`config.mk`:
```
export PLATFORM = sky130hd
export DESIGN_NAME = inverse_quantizer_pipe
export DESIGN_NICKNAME = d
export VERILOG_FILES = /design/src/rtl/iq_pkg.sv /design/src/rtl/iq_lane.sv /design/src/rtl/inverse_quantizer_pipe.sv
export SDC_FILE = /design/constraint.sdc
export NUM_CORES = 2
export LEC_CHECK = 0
export ABC_AREA = 1
export BUFFER_PORTS_ARGS = -buffer_cell sky130_fd_sc_hd__buf_2
export CAP_MARGIN = 5
export CORE_MARGIN = 8
export CORE_UTILIZATION = 65
export CTS_CLUSTER_SIZE = 10
export DETAILED_ROUTE_END_ITERATION = 10
export PLACE_DENSITY_LB_ADDON = 0.1
export SYNTH_ARGS = -nofsm -noshare
export SYNTH_HDL_FRONTEND = slang
export SYNTH_SLANG_ARGS = --single-unit
export TNS_END_PERCENT = 20
```
`constraint.sdc`:
```
create_clock -name clk -period 18.24 [get_ports clk]
set_input_delay 3.648 -clock clk [delete_from_list [all_inputs] [get_ports clk]]
set_output_delay 3.648 -clock clk [all_outputs]
set_load 0.02 [all_outputs]
```
`src/rtl/iq_pkg.sv`:
```
// Shared constants and helpers for the inverse quantizer pipeline:
// level-scale table, top legal QP and the QP -> (per, rem) decode.
package iq_pkg;

   localparam int QP_MAX = 51;

   localparam logic [6:0] LS_TABLE [6] = '{7'd40, 7'd45, 7'd51, 7'd57, 7'd64, 7'd72};

   typedef struct packed {
      logic [3:0] per;
      logic [2:0] rem;
   } qp_dec_t;

   // per = qp/6, rem = qp%6 from a constant threshold table (no divider)
   function automatic qp_dec_t qp_decode(input int qp);
      int p;
      p = 0;
      for (int k = 1; k <= 8; k++) begin
         if (qp >= 6 * k) p = k;
      end
      qp_decode.per = 4'(p);
      qp_decode.rem = 3'(qp - 6 * p);
   endfunction

   // rem -> LS[rem]; rem values 6/7 never occur for legal QPs
   function automatic logic [6:0] ls_lookup(input logic [2:0] rem);
      ls_lookup = LS_TABLE[0];
      for (int i = 0; i < 6; i++) begin
         if (rem == 3'(i)) ls_lookup = LS_TABLE[i];
      end
   endfunction

endpackage

```
`src/rtl/iq_lane.sv`:
```
// One lane of the inverse quantizer: S2 multiply by LS*2^per, S3 round,
// arithmetic shift and saturate. IQ_SAT_COUNT_EN adds a saturation flag.
module iq_lane #(
   parameter int COEFF_WIDTH = 16,
   parameter int SHIFT       = 6
) (
   input  logic                   clk,
   input  logic                   rst_n,
   input  logic                   en,
   input  logic signed [COEFF_WIDTH-1:0] q_i,
   input  logic [6:0]             ls_i,
   input  logic [3:0]             per_i,
   input  logic                   zero_i,
   output logic [COEFF_WIDTH-1:0] coeff_o
`ifdef IQ_SAT_COUNT_EN
   ,output logic                  sat_o
`endif
);

   // Product width: coefficient + 8 bits of signed LS + 8 bits of 2^per
   localparam int PW = COEFF_WIDTH + 16;

   logic signed [PW-1:0]    q_ext, ls_ext, mult, prod_d, prod_q;
   logic signed [PW:0]      rnd, sum, shifted, max_v, min_v;
   logic [COEFF_WIDTH-1:0]  res, coeff_d, coeff_q;
   logic                    res_sat, sat_d, sat_q;

   // S2: signed scale by LS[rem], then by 2^per; holds when stalled
   always_comb begin
      q_ext  = PW'(q_i);
      ls_ext = $signed({{(PW-7){1'b0}}, ls_i});
      mult   = q_ext * ls_ext;
      prod_d = en ? (mult <<< per_i) : prod_q;
   end

   // S3: add half, floor-shift, clamp to the coefficient range
   always_comb begin
      rnd            = '0;
      rnd[SHIFT-1]   = 1'b1;
      sum            = {prod_q[PW-1], prod_q};
      sum            = sum + rnd;
      shifted        = sum >>> SHIFT;
      max_v          = '0;
      max_v[COEFF_WIDTH-2:0] = '1;
      min_v          = '1;
      min_v[COEFF_WIDTH-2:0] = '0;
      res            = shifted[COEFF_WIDTH-1:0];
      res_sat        = 1'b0;
      if (zero_i) begin
         res = '0;
      end else if (shifted > max_v) begin
         res     = max_v[COEFF_WIDTH-1:0];
         res_sat = 1'b1;
      end else if (shifted < min_v) begin
         res     = min_v[COEFF_WIDTH-1:0];
         res_sat = 1'b1;
      end
      coeff_d = en ? res : coeff_q;
      sat_d   = en ? res_sat : sat_q;
   end

   // Product register carries no reset; it is qualified by the valid pipe
   always_ff @(posedge clk) begin
      prod_q <= prod_d;
   end

   // Output register resets so out_coeff reads zero during reset
   always_ff @(posedge clk or negedge rst_n) begin
      if (!rst_n) begin
         coeff_q <= '0;
         sat_q   <= 1'b0;
      end else begin
         coeff_q <= coeff_d;
         sat_q   <= sat_d;
      end
   end

   assign coeff_o = coeff_q;
`ifdef IQ_SAT_COUNT_EN
   assign sat_o = sat_q;
`endif

endmodule

```
`src/rtl/inverse_quantizer_pipe.sv`:
```
// Three-stage inverse quantizer: S1 QP decode and block framing,
// S2 multiply, S3 round/shift/saturate (per lane in iq_lane).
// Optional macro IQ_SAT_COUNT_EN adds the sat_count port and counter.
//
// Handshake: a beat moves on a rising edge when valid && ready. The whole
// pipe advances when (!s3_valid || out_ready); in_ready is that enable, so
// a stalled output freezes every stage and nothing is dropped or repeated.
module inverse_quantizer_pipe
   import iq_pkg::*;
#(
   parameter int COEFF_WIDTH = 16,
   parameter int QP_WIDTH    = 6,
   parameter int LANES       = 4,
   parameter int BLOCK_BEATS = 4,
   parameter int SHIFT       = 6
) (
   input  logic                         clk,
   input  logic                         rst_n,
   input  logic                         in_valid,
   output logic                         in_ready,
   input  logic                         in_sop,
   input  logic [QP_WIDTH-1:0]          in_qp,
   input  logic [LANES*COEFF_WIDTH-1:0] in_coeff,
   output logic                         out_valid,
   input  logic                         out_ready,
   output logic                         out_sop,
   output logic                         out_eop,
   output logic [LANES*COEFF_WIDTH-1:0] out_coeff
`ifdef IQ_SAT_COUNT_EN
   ,output logic [15:0]                 sat_count
`endif
);

   localparam int CNT_W = $clog2(BLOCK_BEATS + 1);
   localparam logic [CNT_W-1:0] CNT_LAST = CNT_W'(BLOCK_BEATS - 1);
   localparam logic [CNT_W-1:0] CNT_MAX  = CNT_W'(BLOCK_BEATS);

   logic                         en, accept;
   logic [QP_WIDTH-1:0]          qp_eff, qp_q, qp_d;
   logic [CNT_W-1:0]             beat_idx, cnt_q, cnt_d;
   qp_dec_t                      dec;
   logic                         s1_valid_q, s1_valid_d, s2_valid_q, s2_valid_d;
   logic                         s3_valid_q, s3_valid_d;
   logic                         s1_sop_q, s1_sop_d, s1_eop_q, s1_eop_d, s1_zero_q, s1_zero_d;
   logic                         s2_sop_q, s2_sop_d, s2_eop_q, s2_eop_d, s2_zero_q, s2_zero_d;
   logic                         s3_sop_q, s3_sop_d, s3_eop_q, s3_eop_d;
   logic [LANES*COEFF_WIDTH-1:0] s1_coeff_q, s1_coeff_d;
   logic [3:0]                   s1_per_q, s1_per_d;
   logic [6:0]                   s1_ls_q, s1_ls_d;

   assign en       = !s3_valid_q || out_ready;
   assign in_ready = en;
   assign accept   = in_valid && en;

   // S1: effective QP, per/rem decode, beat index and sop/eop framing
   always_comb begin
      qp_eff   = in_sop ? in_qp : qp_q;
      beat_idx = in_sop ? '0 : cnt_q;
      dec      = qp_decode((int'(qp_eff) > QP_MAX) ? 0 : int'(qp_eff));
      qp_d     = (accept && in_sop) ? in_qp : qp_q;
      cnt_d    = cnt_q;
      if (accept) begin
         if (in_sop)                cnt_d = CNT_W'(1);
         else if (cnt_q != CNT_MAX) cnt_d = cnt_q + 1'b1;
      end
      s1_coeff_d = en ? in_coeff : s1_coeff_q;
      s1_per_d   = en ? dec.per : s1_per_q;
      s1_ls_d    = en ? ls_lookup(dec.rem) : s1_ls_q;
      s1_zero_d  = en ? (int'(qp_eff) > QP_MAX) : s1_zero_q;
      s1_sop_d   = en ? in_sop : s1_sop_q;
      s1_eop_d   = en ? (beat_idx == CNT_LAST) : s1_eop_q;
   end

   // Valid bits and framing flags shift forward together on enable
   always_comb begin
      s1_valid_d = en ? in_valid   : s1_valid_q;
      s2_valid_d = en ? s1_valid_q : s2_valid_q;
      s3_valid_d = en ? s2_valid_q : s3_valid_q;
      s2_sop_d   = en ? s1_sop_q   : s2_sop_q;
      s2_eop_d   = en ? s1_eop_q   : s2_eop_q;
      s2_zero_d  = en ? s1_zero_q  : s2_zero_q;
      s3_sop_d   = en ? s2_sop_q   : s3_sop_q;
      s3_eop_d   = en ? s2_eop_q   : s3_eop_q;
   end

   // Control state: cleared asynchronously so in-flight beats are dropped
   always_ff @(posedge clk or negedge rst_n) begin
      if (!rst_n) begin
         qp_q       <= '0;
         cnt_q      <= '0;
         s1_valid_q <= 1'b0;
         s2_valid_q <= 1'b0;
         s3_valid_q <= 1'b0;
         s3_sop_q   <= 1'b0;
         s3_eop_q   <= 1'b0;
      end else begin
         qp_q       <= qp_d;
         cnt_q      <= cnt_d;
         s1_valid_q <= s1_valid_d;
         s2_valid_q <= s2_valid_d;
         s3_valid_q <= s3_valid_d;
         s3_sop_q   <= s3_sop_d;
         s3_eop_q   <= s3_eop_d;
      end
   end

   // Data-side stage registers, qualified by the valid bits
   always_ff @(posedge clk) begin
      s1_coeff_q <= s1_coeff_d;
      s1_per_q   <= s1_per_d;
      s1_ls_q    <= s1_ls_d;
      s1_zero_q  <= s1_zero_d;
      s1_sop_q   <= s1_sop_d;
      s1_eop_q   <= s1_eop_d;
      s2_sop_q   <= s2_sop_d;
      s2_eop_q   <= s2_eop_d;
      s2_zero_q  <= s2_zero_d;
   end

`ifdef IQ_SAT_COUNT_EN
   logic [LANES-1:0] lane_sat;
`endif

   for (genvar l = 0; l < LANES; l++) begin : g_lane
      iq_lane #(
         .COEFF_WIDTH (COEFF_WIDTH),
         .SHIFT       (SHIFT)
      ) u_lane (
         .clk     (clk),
         .rst_n   (rst_n),
         .en      (en),
         .q_i     (s1_coeff_q[l*COEFF_WIDTH +: COEFF_WIDTH]),
         .ls_i    (s1_ls_q),
         .per_i   (s1_per_q),
         .zero_i  (s2_zero_q),
         .coeff_o (out_coeff[l*COEFF_WIDTH +: COEFF_WIDTH])
`ifdef IQ_SAT_COUNT_EN
         ,.sat_o  (lane_sat[l])
`endif
      );
   end

   assign out_valid = s3_valid_q;
   assign out_sop   = s3_sop_q;
   assign out_eop   = s3_eop_q;

`ifdef IQ_SAT_COUNT_EN
   logic [15:0] sat_cnt_q, sat_cnt_d;

   // Add saturated lanes of each consumed beat, sticking at all-ones
   always_comb begin
      int tot;
      tot = int'(sat_cnt_q);
      if (s3_valid_q && out_ready) begin
         for (int l = 0; l < LANES; l++) tot = tot + int'(lane_sat[l]);
      end
      sat_cnt_d = (tot > 65535) ? 16'hFFFF : 16'(tot);
   end

   // Saturation counter register
   always_ff @(posedge clk or negedge rst_n) begin
      if (!rst_n) sat_cnt_q <= '0;
      else        sat_cnt_q <= sat_cnt_d;
   end

   assign sat_count = sat_cnt_q;
`endif

endmodule

```
==> flow_results.org <==
** Critical path
- Cells on worst reg2reg path :: 23
- WP data required :: 14.59 ns
- For the worst setup path, the data arrival time is 4.38 ns.
- Worst setup slack for register-to-register paths :: 11.57 ns
- The startpoint identified for the worst register-to-register timing path is s1_ls_q[2].
- Kind of capture point of the worst setup path :: output port
- Worst setup SP type :: input pin
- The endpoint identified for the worst register-to-register timing path is g_lane[1].u_lane.prod_q[22].
- Critical-path maximum fanout :: 44
- Critical path start-end classification :: in -> out

** Min path
- Hold depth :: 0
- The path class of the tightest hold or removal check is reg -> reg.
- The worst hold path terminates at s2_sop_q.
- Hold path startpoint :: s1_sop_q

** Routing
- Highest metal layer with signal wires :: met4
- Via density :: 5.24
- WL final :: 94,000 µm
- Amount of wire on met3 after detailed routing :: 7510 µm
- Remaining antenna violation count after routing :: 0
- Dividing the detail-routed wire length by the instance count gives 14.8 µm.
- Summed over all nets, wire length on met2 after detailed routing comes to 41,300 µm.
- For this block, the via count after detailed routing is 33,200.
- Post-route DRC violation count :: 0
- Met1 Routed Length :: 42,900 µm
- Detailed-router iteration count before antenna repair :: 6
- Number of violations reported at the end of detailed-routing iteration 0 :: 2,913

** Clock network
- Source-to-sink clock delay at the later pin of the worst-skew pair :: 0.59 ns
- CTS tree :: done
- Once the clock tree was built, the setup fixing pass inserted 0 buffers.
- After clock tree synthesis, the clock-pin slew on the worst setup and hold paths is 0.06 ns.
- Clock tree synthesis inserted a total of 36 buffers.
- Clk root buf :: sky130_fd_sc_hd__clkbuf_16
- CTS built an H-tree with a depth of 2.
- Resized cells post-CTS :: 0
- The clock passes through at most 3 buffers.
- Clock sink total :: 267
- Cts hold-fix bufs :: 0

** Yosys
- For this run, the register share of the synthesized area comes to 0.207.
- Synthesized netlist net count :: 6,129
- Number of flops mapped to enable cells by yosys :: 189
- Synthesis handed over a netlist of 5,507 instances.
- The Yosys step of the flow raised 0 warnings.
- After synthesis the netlist holds a flip-flop and latch count of 267.
- In the synthesized netlist the async set-or-reset flop fraction comes to 0.292.
- Commonest register cell after synthesis :: sky130_fd_sc_hd__edfxtp_1
- Mean post-synth cell area :: 6.70 µm²
- The synthesized netlist occupies a cell area of 0.0369 mm².
- Synth unique cells :: 40

** Place
- Detailed placement ended at an HPWL of 74,600 µm.
- Routability-driven placement finished with a final weighted congestion of 1.02.
- Standard cell area after detailed placement :: 0.0381 mm²
- In this run the tool buffered the top-level ports with 142 buffer cells.

** Final layout
- Filler cells :: 5,069
- In the final layout, the multi-input gates occupy 0.0236 mm².
- In the final layout, flip-flops and latches occupy 0.00763 mm².
- Most frequent standard cell in the layout excluding fill and tap cells :: sky130_fd_sc_hd__nand2_1
- Of the cells placed in the final design, the portion with a size suffix greater than 1 is 0.0530.
- End-of-flow core utilization :: 0.697
- Finished Cell Area :: 0.0392 mm²
- Area growth, synth to finish :: 6.43%
- Final Net Count :: 6,177
- 0 antenna diodes ended up in the layout.
- In the layout the commonest cells are sky130_fd_sc_hd__nand2_1 (1,810), sky130_fd_sc_hd__inv_1 (1,295), sky130_fd_sc_hd__nand3_1 (673).

** STA
- Fmax :: 125 MHz
- Dividing the final minimum period by the clock period gives 0.440.
- Setup total negative slack :: 0 ns
- Clock skew on the completed layout was measured at 0.0402 ns.
- Setup repair after global routing left no endpoint under its margin.
- Final number of setup-violating endpoints :: 0
- In this run the tightest slew margin relative to its limit is 0.191.
- The total count of hold-check failures in the final report came to 0.
- Transition time at the pin with the least slew margin :: 1.21 ns
- The clock period could shrink to 8.02 ns.
- Fin. max-slew vios :: 0

** Floorplanning
- Floorplan die area :: 0.0646 mm²
- In this run the horizontal extent of the chip is 254 µm.
- For this configuration, the core starts out at a cell density of 0.655.
- The die is 254 µm tall.
- In this run the standard cell core region covers 0.0563 mm².
- For this design the top-level I/O count stands at 143.
- Number of standard-cell rows in the floorplan :: 87

** GRT
- Total gr overflow :: 0
- Total global routing track utilization :: 0.299
- Vias in the first global route :: 32,000
- The first global-routing pass estimated 159,000 µm of wire.
- Number of antenna violations at the first check in global routing :: 0
- Pin count of the biggest net entering global routing :: 154

** Outcome
- The run finished with clean final reports.

** Flow run
- Count of max-cap constraint violations :: 0
[worst max path at each step]
stage | slack [ns] | start | end
after CTS | 10.23 | out_ready | in_ready
after global placement | 10.24 | out_ready | in_ready
after global routing | 10.19 | out_ready | in_ready
after detailed placement | 10.23 | out_ready | in_ready
after floorplan | 6.99 | out_ready | in_ready
final | 10.22 | out_ready | in_ready
[kinds of logic (layout without fill, tap and decap cells)]
family / Yosys count / count (layout) / synth area share
buf+inv: 1471 / 1546 / 0.152
xor+xnor: 82 / 82 / 0.0195
fa+ha+maj: 547 / 547 / 0.256
flops: 267 / 267 / 0.207
mux: 10 / 10 / 0.00271
simple gates: 2941 / 2941 / 0.336
compound gates: 189 / 189 / 0.0271
[stage by stage]
| stage | hold slack (ns) | worst slack [ns] | instances |
|---|---|---|---|
| detailed placement | 0.434 | 10.23 | 6273 |
| CTS | 0.447 | 10.23 | 6338 |
| floorplan | 0.400 | 6.99 | 5507 |
| finish | 0.443 | 10.22 | 6338 |
| global route | 0.454 | 10.19 | 6338 |
| global placement | 0.400 | 10.24 | 6273 |
[area by class of cell]
cell class	count	area share
repair buffers	166	0.0231
clock inverters	11	0.00347
flip-flops and latches	267	0.194
multi-input cells	3769	0.602
inverters	1315	0.126
clock buffers	54	0.0265
well taps	756	0.0241
[worst max-delay path: stages]
cell                     delay, ns
sky130_fd_sc_hd__buf_2        0.11
sky130_fd_sc_hd__nor2_4       0.20
sky130_fd_sc_hd__inv_8        0.13
sky130_fd_sc_hd__buf_2        0.22
[registers in the layout, indices dropped and copies added (netlist names), 3 cells and up]
name                   count
cnt_q                      3
s1_coeff_q                64
s1_per_q                   4
g_lane.u_lane.prod_q     108
qp_q                       6
g_lane.u_lane.coeff_o     64
s1_ls_q                    7
[synth_stat cells (31+ instances only)]
master,n,share of area
sky130_fd_sc_hd__o21ai_0,112,0.015
sky130_fd_sc_hd__clkbuf_1,95,0.0097
sky130_fd_sc_hd__xnor2_1,37,0.0088
sky130_fd_sc_hd__nand4_1,38,0.0064
sky130_fd_sc_hd__buf_1,38,0.0039
sky130_fd_sc_hd__ha_1,203,0.069
sky130_fd_sc_hd__nand3_1,673,0.091
sky130_fd_sc_hd__nand2_1,1810,0.18
sky130_fd_sc_hd__edfxtp_1,189,0.15
sky130_fd_sc_hd__nor3_1,31,0.0042
sky130_fd_sc_hd__dfrtp_1,78,0.053
sky130_fd_sc_hd__nor2_1,289,0.029
sky130_fd_sc_hd__fa_1,344,0.19
sky130_fd_sc_hd__xor2_1,45,0.011
sky130_fd_sc_hd__inv_1,1298,0.13
sky130_fd_sc_hd__a21oi_1,54,0.0073
[routing by layer]
metal | vias to the layer above | GRT usage
met3 | 146 | 0.0364
met5 | - | 0
li1 | 16700 | -
met1 | 15100 | 0.440
met2 | 1208 | 0.468
met4 | 0 | 0.0765
Power is left out: the tool's default activity adds up to more than one toggle a clock period on the data nets, which glitch-free logic cannot reach.
